### config.mk
export PLATFORM = sky130hd
export DESIGN_NAME = is_uart_rx_ctrl
export DESIGN_NICKNAME = d
export VERILOG_FILES = /design/src/rtl/is_uart_rx_ctrl.sv
export SDC_FILE = /design/constraint.sdc
export NUM_CORES = 1
export LEC_CHECK = 0
export ABC_AREA = 1
export CAP_MARGIN = 5
export CORE_MARGIN = 2
export CORE_UTILIZATION = 51
export DETAILED_ROUTE_END_ITERATION = 12
export GPL_TIMING_DRIVEN = 0
export PLACE_DENSITY = 0.74
export SYNTH_ARGS = -nofsm -noshare
export SYNTH_HDL_FRONTEND = slang
export SYNTH_SLANG_ARGS = --single-unit
### constraint.sdc
create_clock -name clk_i -period 1.5 [get_ports clk_i]
set_input_delay 0.375 -clock clk_i [delete_from_list [all_inputs] [get_ports clk_i]]
set_output_delay 0.375 -clock clk_i [all_outputs]
set_load 0.02 [all_outputs]
### src/rtl/is_uart_rx_ctrl.sv
// Receive-side UART controller: finds the start bit, samples data/parity/stop at mid-bit,
// assembles LSB-first bytes and hands them out on a single-entry valid/ready register.
module is_uart_rx_ctrl #(
  parameter int CLK_FREQ   = 50_000_000,
  parameter int BAUD_RATE  = 115_200,
  parameter int DATA_BITS  = 8,
  parameter int PARITY_EN  = 0,
  parameter int PARITY_ODD = 0
) (
  input  logic                 clk_i,
  input  logic                 rst_i,
  input  logic                 uart_rxd_r_i,
  output logic [DATA_BITS-1:0] data_o,
  output logic                 valid_o,
  input  logic                 ready_i,
  output logic                 frame_err_o,
  output logic                 parity_err_o,
  output logic                 overrun_o,
  output logic                 busy_o
);

  localparam int CLKS_PER_BIT = CLK_FREQ / BAUD_RATE;
  localparam int HALF_BIT     = CLKS_PER_BIT / 2;
  localparam int CNT_W        = $clog2(CLKS_PER_BIT);
  localparam int BIT_W        = $clog2(DATA_BITS + 1);

  typedef enum logic [2:0] {
    S_ARM    = 3'd0,
    S_IDLE   = 3'd1,
    S_START  = 3'd2,
    S_DATA   = 3'd3,
    S_PARITY = 3'd4,
    S_STOP   = 3'd5
  } state_e;

  // Handshake: data_o is transferred in any cycle where valid_o & ready_i are both high;
  // valid_o then drops on the following edge unless a new byte is loaded in that same cycle.

  state_e                 state_q, state_d;
  logic [CNT_W-1:0]       cnt_q, cnt_d;
  logic [BIT_W-1:0]       bit_cnt_q, bit_cnt_d;
  logic [DATA_BITS-1:0]   shift_q, shift_d;
  logic                   par_mis_q, par_mis_d;
  logic                   rxd_prev_q;
  logic [DATA_BITS-1:0]   data_q, data_d;
  logic                   valid_q, valid_d;
  logic                   frame_err_q, frame_err_d;
  logic                   parity_err_q, parity_err_d;
  logic                   overrun_q, overrun_d;
  logic                   deliver;
  logic                   tick;
  logic [CNT_W-1:0]       tgt;

  // The start bit is checked half a bit in, so every later sample lands mid-bit.
  always_comb begin
    tgt = CNT_W'(CLKS_PER_BIT - 1);
    if (state_q == S_START) tgt = CNT_W'(HALF_BIT - 1);
  end

  assign tick = (cnt_q == tgt);

  always_comb begin
    state_d      = state_q;
    cnt_d        = cnt_q + 1'b1;
    bit_cnt_d    = bit_cnt_q;
    shift_d      = shift_q;
    par_mis_d    = par_mis_q;
    deliver      = 1'b0;
    frame_err_d  = 1'b0;
    parity_err_d = 1'b0;
    case (state_q)
      S_ARM: begin
        cnt_d     = '0;
        bit_cnt_d = '0;
        if (uart_rxd_r_i) state_d = S_IDLE;
      end
      S_IDLE: begin
        cnt_d     = '0;
        bit_cnt_d = '0;
        par_mis_d = 1'b0;
        if (rxd_prev_q && !uart_rxd_r_i) state_d = S_START;
      end
      S_START: begin
        if (tick) begin
          cnt_d   = '0;
          state_d = uart_rxd_r_i ? S_IDLE : S_DATA;
        end
      end
      S_DATA: begin
        if (tick) begin
          cnt_d = '0;
          for (int i = 0; i < DATA_BITS; i++) begin
            if (bit_cnt_q == BIT_W'(i)) shift_d[i] = uart_rxd_r_i;
          end
          if (bit_cnt_q == BIT_W'(DATA_BITS - 1)) begin
            bit_cnt_d = '0;
            state_d   = (PARITY_EN != 0) ? S_PARITY : S_STOP;
          end else begin
            bit_cnt_d = bit_cnt_q + 1'b1;
          end
        end
      end
      S_PARITY: begin
        if (tick) begin
          cnt_d     = '0;
          par_mis_d = uart_rxd_r_i ^ (^shift_q) ^ (PARITY_ODD != 0);
          state_d   = S_STOP;
        end
      end
      S_STOP: begin
        if (tick) begin
          cnt_d = '0;
          // A low stop bit means we lost framing; re-arm until the line is seen high.
          if (!uart_rxd_r_i) begin
            frame_err_d = 1'b1;
            state_d     = S_ARM;
          end else if (par_mis_q) begin
            parity_err_d = 1'b1;
            state_d      = S_IDLE;
          end else begin
            deliver = 1'b1;
            state_d = S_IDLE;
          end
        end
      end
      default: begin
        cnt_d   = '0;
        state_d = S_ARM;
      end
    endcase
  end

  always_comb begin
    data_d    = data_q;
    valid_d   = valid_q;
    overrun_d = 1'b0;
    if (valid_q && ready_i) valid_d = 1'b0;
    // A byte arriving while the old one is still unconsumed is dropped.
    if (deliver) begin
      if (!valid_q || ready_i) begin
        data_d  = shift_q;
        valid_d = 1'b1;
      end else begin
        overrun_d = 1'b1;
      end
    end
  end

  always_ff @(posedge clk_i or posedge rst_i) begin
    if (rst_i) begin
      state_q      <= S_ARM;
      cnt_q        <= '0;
      bit_cnt_q    <= '0;
      shift_q      <= '0;
      par_mis_q    <= 1'b0;
      rxd_prev_q   <= 1'b0;
      data_q       <= '0;
      valid_q      <= 1'b0;
      frame_err_q  <= 1'b0;
      parity_err_q <= 1'b0;
      overrun_q    <= 1'b0;
    end else begin
      state_q      <= state_d;
      cnt_q        <= cnt_d;
      bit_cnt_q    <= bit_cnt_d;
      shift_q      <= shift_d;
      par_mis_q    <= par_mis_d;
      rxd_prev_q   <= uart_rxd_r_i;
      data_q       <= data_d;
      valid_q      <= valid_d;
      frame_err_q  <= frame_err_d;
      parity_err_q <= parity_err_d;
      overrun_q    <= overrun_d;
    end
  end

  assign data_o       = data_q;
  assign valid_o      = valid_q;
  assign frame_err_o  = frame_err_q;
  assign parity_err_o = parity_err_q;
  assign overrun_o    = overrun_q;
  assign busy_o       = (state_q != S_ARM) && (state_q != S_IDLE);

endmodule

# Word level (Yosys, flattened, before mapping)
# Index checks and enable logic that the tools add are counted.
[word_totals]
register_bits = 38
inputBits = 4
[classes]
add_sub_neg = 2
eq_ne = 21
mux = 34
n_bitwise = 1
n_reduce_logical = 26
[op_table]
columns = ["operator", "count"]
rows = [
  ["2-to-1 mux 9 bit", 3],
  ["AND reduction 3 bit", 8],
  ["2-to-1 mux 3 bit", 7],
  ["2-to-1 mux 1 bit", 18],
  ["one-hot mux 3 bit (6 select lines)", 1],
  ["equality test 4 x 3 -> 1 bit, second input constant", 4],
  ["inequality test 2 bit, second input constant", 7],
  ["adder 9 x 1 -> 9 bit, second input constant", 1],
  ["equality test 9 bit", 1],
  ["equality test 4 x 2 -> 1 bit, second input constant", 2],
  ["2-to-1 mux 4 bit", 2],
  ["one-hot mux 4 bit (2 select lines)", 1],
  ["XOR reduction 8 bit", 1],
  ["AND reduction 7 bit", 1],
  ["equality test 3 x 2 -> 1 bit, second input constant", 2],
  ["equality test 3 bit, second input constant", 2],
  ["AND reduction 2 bit", 3],
  ["adder 4 x 1 -> 4 bit, second input constant", 1],
  ["equality test 4 x 1 -> 1 bit, second input constant", 1],
  ["zero test 4 bit", 1],
  ["nonzero test 2 bit", 2],
  ["OR reduction 4 bit", 1],
  ["equality test 3 x 1 -> 1 bit, second input constant", 1],
  ["logical AND 1 bit", 3],
  ["other kinds (9)", 10],
]

# Depth between registers and ports, before layout
[depth]
depth_word = 6
mapped_depth = 11

# Worst setup path after synthesis
# OpenSTA, ideal clock, no wires.
[synth_path]
path_kind = "register to register"
from = "reg state_q[2]"
to = "reg data_q[0] (netlist: data_o[0])"
setup_time_ns = 0.121
arrival_time_ns = 1.375
required_ns = 1.379
slack_ns = 0.004
path_stages_with_launch = 12
n_path_buf = 1
period_less_slack_ns = 1.496
cell_sequence = "dfrtp_1 -> inv_2 -> nand2_2 -> nor2_2 -> nand2_1 -> nand2_2 -> inv_2 -> nor2_8 -> nand2_4 -> buf_6 -> o21ai_1 -> nand2_1"
[synth_between]
elab_chain_cells = 6
elab_cells_between_ends = 7
cone_classes = "eq/ne: 3; mux: 3; reduce/logical: 1"
[synth_lines]
columns = ["element", "line_no", "text"]
rows = [
  ["start, declared", "39", "state_e state_q, state_d;"],
  ["start signal, assigned", "163", "state_q <= state_d;"],
  ["equality test 3 x 2 -> 1 bit", "57", "if (state_q == S_START) tgt = CNT_W'(HALF_BIT - 1);"],
  ["2-to-1 mux 9 bit", "57", ""],
  ["equality test 9 bit", "60", "assign tick = (cnt_q == tgt);"],
  ["2-to-1 mux 1 bit", "111", "if (tick) begin"],
  ["2-to-1 mux 1 bit *", "71", "case (state_q)"],
  ["AND reduction 2 bit (no source line) *", "-", ""],
  ["end signal, assigned", "169", "data_q <= data_d;"],
  ["end, declared", "45", "logic [DATA_BITS-1:0] data_q, data_d;"],
]
# Mark *: on every way between the ends. The rest lies on a longest branch, timed or not.
# A chain may end at the register's enable or synchronous reset.

# Worst setup path in the final report
[layout_path]
from = "reg state_q[1]"
to = "out busy_o"
[layout_between]
elab_chain_cells = 2
elab_cells_between_ends = 3
cone_classes = "eq/ne: 1; reduce/logical: 2"
[layout_lines]
columns = ["element", "line_no", "text"]
rows = [
  ["inequality test 3 x 1 -> 1 bit or nonzero test 3 bit (tied branches)", "182", "assign busy_o = (state_q != S_ARM) && (state_q != S_IDLE);"],
  ["logical AND 1 bit *", "182", ""],
  ["end, declared", "19", "output logic busy_o"],
]
# Marked as above.

==> flow_metrics.env <==
export IMPL_reg2reg_slack_ns=-0.07
export IMPL_start_util_pct=52.8
export IMPL_hold_slack_ns=0.445
export IMPL_min_period_ns=1.60
export IMPL_synthCells=267
export IMPL_die_w_microns=68.4
export IMPL_p_seq_share_pct=36.8
export IMPL_use_met2_pct=36.4
export IMPL_cpPeakStageDelay_ns=0.45
export IMPL_synth_xor_area_share_pct=4.56
export IMPL_synthArstFlopShare_pct=100
export IMPL_switching_share_pct=38.5
export IMPL_yosysSeqAreaShare_pct=45.0
export IMPL_diodes=0
export IMPL_cts_hold_buffers=0
export IMPL_fin_nets=321
export IMPL_via_per_inst=5.26
export IMPL_root_buffer="clkbuf_8"
export IMPL_vias=1899
export IMPL_grt_setup_unrepaired="yes"
export IMPL_setup_tns_ns=-0.690
export IMPL_worstPathBufferInverterCount=3
export IMPL_clkTransAtPathRegs_ns=0.08
export IMPL_violations="negative setup slack"
export IMPL_pwr_share_comb_pct=40.0
export IMPL_grtUsageTotal_pct=21.7
export IMPL_cts_tree="built"
export IMPL_busiest_layer="met2"
export IMPL_ctsHtreeMaxLevel=2
export IMPL_grt_pass1_vias=1652
export IMPL_synth_simple_gate_area_share_pct=33.5
export IMPL_fp_dieH_microns=68.4
export IMPL_synthFlopType="dfrtp_1"
export IMPL_wl_microns=4680
export IMPL_std_cell_rows=23
export IMPL_p_leak_nw=1.41
export IMPL_syn_num_nets=278
export IMPL_synth_top_family_by_area="simple AND/OR/NAND/NOR gates"
export IMPL_use_met3_pct=4.61
export IMPL_drv_cap=0
export IMPL_dp_hpwl_microns=2920
export IMPL_yosysUniqueCellTypes=30
export IMPL_antenna_left=0
export IMPL_path_cells="inv_4, ha_1, inv_1, buf_4"
export IMPL_first_pass_iters=4
export IMPL_final_layout_size_suffix_gt1_share_pct=27.0
export IMPL_syn_area_sq_um=2110
export IMPL_r2r_cells=11
export IMPL_first_iter_violations=144
export IMPL_coreArea_sq_um=4000
export IMPL_cp_arrival_ns=1.23
export IMPL_clockPowerShare_pct=23.2
export IMPL_antenna_found_initial=0
export IMPL_fin_crit_sh_pct=107
export IMPL_finalMaxSlewViolations=0
export IMPL_cp_start_kind="flip-flop"
export IMPL_p_int_mw=1.96
export IMPL_postSynthAreaPerCell_sq_um=7.91
export IMPL_tightestPinTransition_ns=0.756
export IMPL_cts_inserted_buffers=5
export IMPL_synth_edf_count=0
export IMPL_crit_required_ns=1.12
export IMPL_io_buffers=16
export IMPL_p_switching_mw=1.23
export IMPL_slowest_stage="dfrtp_2"
export IMPL_setup_viol=16
export IMPL_cts_max_path_buffers=2
export IMPL_max_freq_mhz=625
export IMPL_yosysWarnings=0
export IMPL_relSlewSlack_pct=49.5
export IMPL_clock_skew_ns=0.0105
export IMPL_status="finished with violations"
export IMPL_hold_class="primary input to flip-flop"
export IMPL_pin_count=17
export IMPL_finalHoldViolations=0
export IMPL_syn_to_final_growth_pct=29.9
export IMPL_p_total_mw=3.19
export IMPL_synthMuxAreaShare_pct=0
export IMPL_grt_pass1_wl_microns=7500
export IMPL_gp_congestion=0.825
export IMPL_critPathTopFamily="flip-flops"
export IMPL_p_per_area_nw_per_um2=1160
export IMPL_synth_seq_cells=38
export IMPL_use_met1_pct=27.6
export IMPL_holdPathStages=1
export IMPL_dieArea_sq_um=4670
export IMPL_synth_compound_area_share_pct=5.09
export IMPL_cts_sinks=38
export IMPL_overflow=0
export IMPL_setup_slack_ns=-0.101
export IMPL_max_vdd_ir_drop_uv=657
export IMPL_avgRoutedWirePerCell_microns=13.0
export IMPL_fillers=306
export IMPL_path_max_fanout=4
export IMPL_clock_latency_ns=0.29
export IMPL_synth_fa_ha_area_share_pct=4.15
export IMPL_drc=0
export IMPL_grt_max_degree=39
export IMPL_worstSetupPathType="flip-flop to primary output"
export IMPL_worst_path_stages=4
export IMPL_cp_end_kind="primary output"
==> placed cells by master, fill, tap and decap left out, types with 8 or more instances in the layout <==
cell type / n
nand3_1: 10
dlygate4sd2_1: 13
dfrtp_1: 35
nor2_2: 8
inv_1: 32
o21ai_2: 9
nand4_1: 16
buf_4: 15
nor2_1: 23
nand2_1: 65
==> stage by stage <==
| step | area [sq um] | setup slack (ns) | util (%) | cells |
|---|---|---|---|---|
| floorplan | 2110 | 0.00404 | - | 267 |
| global placement | 2330 | -0.568 | 58.4 | 333 |
| detailed placement | 2330 | -0.452 | 58.4 | 333 |
| CTS | 2600 | -0.0901 | 65.0 | 355 |
| global route | 2740 | -0.174 | 68.6 | 361 |
| finish | 2740 | -0.101 | 68.6 | 361 |
==> metal layers <==
layer,up-vias,wire [microns]
li1,936,-
met1,903,2110
met2,50,2280
met3,10,208
met4,0,83
met5,-,0
==> power groups by stage <==
| stage | clock, mW | combinational, mW | sequential, mW |
|---|---|---|---|
| global route | 0.806 | 1.39 | 1.18 |
| finish | 0.740 | 1.27 | 1.17 |
| global placement | 0 | 0.806 | 1.21 |
| CTS | 0.755 | 1.03 | 1.17 |
| detailed placement | 0 | 0.805 | 1.21 |
| floorplan | 0 | 0.629 | 1.19 |
==> worst reg2reg max path, cell delays in order, from the launching register on <==
cell	delay [ns]
dfrtp_1	0.41
inv_1	0.12
nand2_1	0.06
nor2_1	0.09
nand2_1	0.08
nand2_2	0.11
inv_2	0.07
nor2_8	0.13
nand2_4	0.08
buf_6	0.14
o21ai_2	0.10
nand2_1	0.07
==> cell families (layout without fill, tap and decap cells) <==
| family | after synthesis | after routing |
|---|---|---|
| adder cells (fa/ha/maj) | 7 | 7 |
| XOR/XNOR | 11 | 11 |
| AO/OA/AOI/OAI | 20 | 20 |
| flip-flops | 38 | 38 |
| buffers and inverters | 41 | 84 |
| AND/OR/NAND/NOR | 150 | 151 |
==> synth_stat cells, types with 2 or more instances <==
cell type / n / area (sq um)
nor2_1: 31 / 116
xnor2_1: 7 / 61.3
dfrtp_1: 38 / 951
nor2_4: 2 / 22.5
inv_1: 35 / 131
nor2_2: 3 / 18.8
nor3b_1: 3 / 22.5
nand4_1: 16 / 100
ha_1: 7 / 87.6
o21ai_1: 9 / 45.0
xor2_1: 4 / 35.0
nor3_1: 3 / 15.0
nand2_1: 69 / 259
o21ai_0: 7 / 35.0
nand3_1: 11 / 55.1
nand2_2: 6 / 37.5
inv_2: 3 / 11.3
==> flip-flops by register name, indices dropped and copies added, names as in the netlist <==
signal        count
bit_cnt_q         4
data_o            8
valid_o           1
overrun_o         1
shift_q           8
par_mis_q         1
parity_err_o      1
frame_err_o       1
state_q           3
rxd_prev_q        1
cnt_q             9
==> layout make-up <==
class	count	area, sq um	area share (%)
buffer	3	23.8	0.867
timing repair buffer	35	303	11.0
inverter	38	145	5.29
sequential	38	955	34.8
clock inverter	1	5.00	0.182
tap	50	62.6	2.28
multi-input combinational	189	1160	42.4
clock buffer	7	86.3	3.15
==> repair_timing <==
item,CTS,global route
cloned,2,0
pin swaps,6,15
resized for setup,46,28
endpoints found under the setup margin,41,30
setup buffers,12,6
hold endpoints to repair,0,0
==> path summary, 6_finish.rpt <==
check,from,to
min in group asynchronous,rst_i,state_q[0]$_DFFE_PP0P_
max reg2reg,cnt_q[5]$_DFF_PP0_,data_o[0]$_DFFE_PP0P_
min,uart_rxd_r_i,rxd_prev_q$_DFF_PP0_
min reg2reg,data_o[7]$_DFFE_PP0P_,data_o[7]$_DFFE_PP0P_
max,state_q[1]$_DFFE_PP0P_,busy_o
max in group asynchronous,rst_i,cnt_q[0]$_DFF_PP0_
Note: power is estimated with default switching activity, not from simulation.
